### config.mk
export PLATFORM = sky130hd
export DESIGN_NAME = shift_sequencer
export DESIGN_NICKNAME = d
export VERILOG_FILES = /design/src/rtl/shift_sequencer.sv
export SDC_FILE = /design/constraint.sdc
export NUM_CORES = 1
export LEC_CHECK = 0
export CAP_MARGIN = 5
export CORE_MARGIN = 10
export CORE_UTILIZATION = 43
export DETAILED_ROUTE_END_ITERATION = 6
export GPL_ROUTABILITY_DRIVEN = 0
export MAX_ROUTING_LAYER = met4
export PLACE_DENSITY = 0.79
export SLEW_MARGIN = 20
export SYNTH_ARGS = -nofsm -noshare
export SYNTH_HDL_FRONTEND = slang
export SYNTH_SLANG_ARGS = --single-unit
### constraint.sdc
create_clock -name clk -period 1.96 [get_ports clk]
set_input_delay 0.196 -clock clk [delete_from_list [all_inputs] [get_ports clk]]
set_output_delay 0.196 -clock clk [all_outputs]
set_load 0.1 [all_outputs]
### src/rtl/shift_sequencer.sv
// Multi-cycle controller for the single-step shifter: iterates the shift amt times,
// feeding sh_Out back into the working register, then reports result/carry/zero.
module shift_sequencer #(
  parameter int unsigned WIDTH = 8,
  parameter int unsigned AMT_W = 3
) (
  input  logic             clk,
  input  logic             reset,
  input  logic             start,
  input  logic [WIDTH-1:0] A,
  input  logic [1:0]       op,
  input  logic [AMT_W-1:0] amt,
  output logic             ready,
  output logic             busy,
  output logic             done,
  output logic [WIDTH-1:0] result,
  output logic             carry,
  output logic             zero,
  output logic [WIDTH-1:0] sh_A,
  output logic [1:0]       sh_Sel,
  input  logic [WIDTH-1:0] sh_Out
);

  localparam logic [1:0] StIdle  = 2'd0;
  localparam logic [1:0] StShift = 2'd1;
  localparam logic [1:0] StDone  = 2'd2;

  localparam logic [AMT_W-1:0] CntOne = AMT_W'(1);

  logic [1:0]       state_q, state_d;
  logic [WIDTH-1:0] work_q, work_d;
  logic [1:0]       op_q, op_d;
  logic [AMT_W-1:0] cnt_q, cnt_d;
  logic             acc_q, acc_d;
  logic [WIDTH-1:0] result_q, result_d;
  logic             carry_q, carry_d;
  logic             zero_q, zero_d;
  logic             bit_out;

  // op[0] set means a rightward move, so the leaving bit is the LSB.
  assign bit_out = op_q[0] ? work_q[0] : work_q[WIDTH-1];

  always_comb begin
    state_d  = state_q;
    work_d   = work_q;
    op_d     = op_q;
    cnt_d    = cnt_q;
    acc_d    = acc_q;
    result_d = result_q;
    carry_d  = carry_q;
    zero_d   = zero_q;

    case (state_q)
      StIdle: begin
        if (start) begin
          work_d = A;
          op_d   = op;
          cnt_d  = amt;
          acc_d  = 1'b0;
          if (amt == '0) begin
            state_d  = StDone;
            result_d = A;
            carry_d  = 1'b0;
            zero_d   = (A == '0);
          end else begin
            state_d = StShift;
          end
        end
      end

      StShift: begin
        acc_d  = bit_out;
        work_d = sh_Out;
        cnt_d  = cnt_q - CntOne;
        if (cnt_q == CntOne) begin
          state_d  = StDone;
          result_d = sh_Out;
          carry_d  = bit_out;
          zero_d   = (sh_Out == '0);
        end
      end

      StDone: begin
        state_d = StIdle;
      end

      default: begin
        state_d = StIdle;
      end
    endcase
  end

  always_ff @(posedge clk) begin
    if (reset) begin
      state_q  <= StIdle;
      work_q   <= '0;
      op_q     <= '0;
      cnt_q    <= '0;
      acc_q    <= 1'b0;
      result_q <= '0;
      carry_q  <= 1'b0;
      zero_q   <= 1'b0;
    end else begin
      state_q  <= state_d;
      work_q   <= work_d;
      op_q     <= op_d;
      cnt_q    <= cnt_d;
      acc_q    <= acc_d;
      result_q <= result_d;
      carry_q  <= carry_d;
      zero_q   <= zero_d;
    end
  end

  assign ready  = (state_q == StIdle);
  assign busy   = (state_q == StShift);
  assign done   = (state_q == StDone);
  assign result = result_q;
  assign carry  = carry_q;
  assign zero   = zero_q;
  assign sh_A   = work_q;
  assign sh_Sel = op_q;

endmodule

==> results.md <==
* Status: complete, no violations
* Die X at approximately 73 um
* Synthesis-to-finish area growth at 38.41%
* VDD IR max at 0.5514 mV
* Vias at about 1100
* Synth Warn # at 0
* Core area at between 2000 and 3000 um2
* Top cell type's share of synthesized area at 41.19%
* Min Tclk post-route at 1676 ps
* Most frequent cells in the layout: dfxtp_1 (25), buf_4 (25), nor2_1 (24)
* Vias per inst at ~5.5
* Clk_lat worst skew at between 300 and 400 ps
* Worst-margin pin slew at 415.9 ps
* TritonCTS buffer count at 3
* Flops & latches, synth at 25
* DRC at 0
* Vias in the first global route at between 1000 and 1500
* Setup bufs post-CTS at 0
* Worst slack, placed at approximately 200 ps
* Crit Path Class: reg -> out
* Syn Inst Count at about 120
* Dominant cells by area after synthesis: dfxtp_1 (41%), nor2_1 (7.7%), mux2i_1 (7.4%)
* CTS tree: yes
* Starting Density at 44.44%
* Main combinational cell family by area after synthesis: compound AO/OA/AOI/OAI gates
* Worst-case clock buffer depth at 2
* Die area at 5352 um2
* Cell breakdown of the critical path: nand2b_1 > clkinv_4 > buf_12
* Final Net Count at between 150 and 200
* GR Util All Layers at around 12%
* Leading area contributor after synthesis: dfxtp_1
* Max incr delay on CP at roughly 520 ps
* Initial antenna violation count at 0
* Skew final at 4.067 ps
* H-Tree Depth at 1
* Synth Area in Compound Gates at approximately 22%
* CP Launch Type: flop
* Share of layout cells above drive strength 1 at 30.00%
* Ant. Diodes at 0
* Final slew viol count at 0
* Slew Limit Headroom at 72.06%
* Hold Violations, Final at 0
* Routed WL per cell at approximately 16 um
* Die span in y at 73.16 um
* Syn_area_per_cell at around 9.8 um2
* Crit-path slowest cell: dfxtp_1
* Fmax at slightly below 0.6 GHz
* Remaining global-route overflow at 0
* Simple-Gate Fraction of Synth Area at 18.54%
* Post-DP HPWL at 2601 um
* Synth Area in XOR/XNOR at 0%
* Router iterations before antenna repair at 4
* Syn Nets at 150
* WP data required at approximately 1800 ps
* Max-cap violations at 0
* Synthesized area at between 1000 and 1500 um2
* Final period utilization at between 80 and 90%
* Data arrival, critical path at ~1500 ps
* Final TNS setup at 0 ps
* Clk Tree Root Cell: clkbuf_4
* Total wire length at 3192 um
* Remaining antenna violation count at 0
* Hold Crit Class: in -> reg
* Synth unique cells at 34
* Clk slew on worst S/H paths at 140 ps
* Setup violators final at 0
* Post-CTS Hold Buffers at 0
* First-pass GRT wire length at around 5300 um
* Register area share after synthesis at 41.19%
* Clock Sinks at 25
* Largest net degree at the start of global routing at 26
* Lkg Pwr at around 0.66 nW
* CP Max Fanout at 12
* IO Pins at between 40 and 50
* RSZ-0062 raised after global routing: no
* CP Capture Type: output port
* Iter 0 DRT Violations at 73
* Post-synthesis mux area share at under 10%
* # resized after CTS at 0
* PortBufs at 46
* Adder-Cell Fraction of Synth Area at 2.060%
* Final worst setup slack at ~280 ps
* Row cnt at 19
* Power per cell area at 881.4 nW/um2
per-stage QoR:
stage / total power, W / std cells / hold WS, ps / instance area, um2 / utilization (%)
finish: 0.001482 / 201 / 473.0 / 1682 / 61.51
global placement: 0.001245 / 197 / 448.7 / 1652 / 60.41
CTS: 0.001494 / 201 / 472.0 / 1682 / 61.51
global route: 0.001555 / 201 / 480.6 / 1682 / 61.51
floorplan: 0.001091 / 124 / 343.2 / 1220 / -
detailed placement: 0.001257 / 197 / 471.2 / 1652 / 60.41
cells by family (layout without fill, tap and decap cells):
family                     Yosys count  in the layout
buffers and inverters               12             58
muxes                               10             10
adders and majority gates            2              2
DFF                                 25             25
AOI/OAI and AO/OA                   28             28
and+or+nand+nor                     47             47
state kept, by name, indices dropped and copies added (netlist names):
signal   count
state_q      2
carry        1
sh_A         8
zero         1
cnt_q        3
sh_Sel       2
result       8
final timing paths:
path	from	to	slack, ps	depth (start not counted)
hold reg to reg	carry	carry	490	2
setup reg to reg	state_q[0]	zero	320	5
hold / removal	op[0]	sh_Sel[0]	470	3
setup / recovery	state_q[1]	busy	280	3
where the power goes:
group / switching, W / leakage, nW / internal (W) / total, W
Sequential: 0.0000345 / 0.206 / 0.000556 / 0.000590
Combinational: 0.000456 / 0.440 / 0.000197 / 0.000653
Clock: 0.000161 / 0.0139 / 0.0000780 / 0.000239
Total: 0.000652 / 0.659 / 0.000831 / 0.00148
cell usage after synthesis (all sizes together):
library cell and count:
inv 2, buf 7, a211oi 17, nor2 28
a2bb2o 1, mux2 1, a311oi 2, mux2i 9
nand3 3, dfxtp 25, or3 1, or4 1
a2bb2oi 2, nor3b 1, nor2b 1, o21ai 1
nor4 2, clkinv 1, ha 2, nand2b 2
nand2 4, a32oi 1, clkbuf 2, a21oi 4
nor3 4
per-layer routing:
metal | part of all wire (%) | global-route usage, %
met1 | 46 | 15.25
met2 | 45 | 19.29
met3 | 8.3 | 4.626
met4 | 0.44 | 2.110
met5 | 0 | -
worst max-delay path: cells and delay by family (launching register included):
| kind | cells | cell delay [ps] |
|---|---|---|
| flops | 1 | 520 |
| buf+inv | 2 | 390 |
| simple gates | 1 | 250 |
area by class of cell:
type | instances | area (um2)
inverters | 3 | 16.27
multi-input cells | 87 | 618.1
well taps | 31 | 38.79
repair buffers | 51 | 478.0
clock inverters | 1 | 7.507
fillers | 238 | 1052
clock buffers | 3 | 22.52
flip-flops and latches | 25 | 500.5
Note: power is estimated with default switching activity, not from simulation.
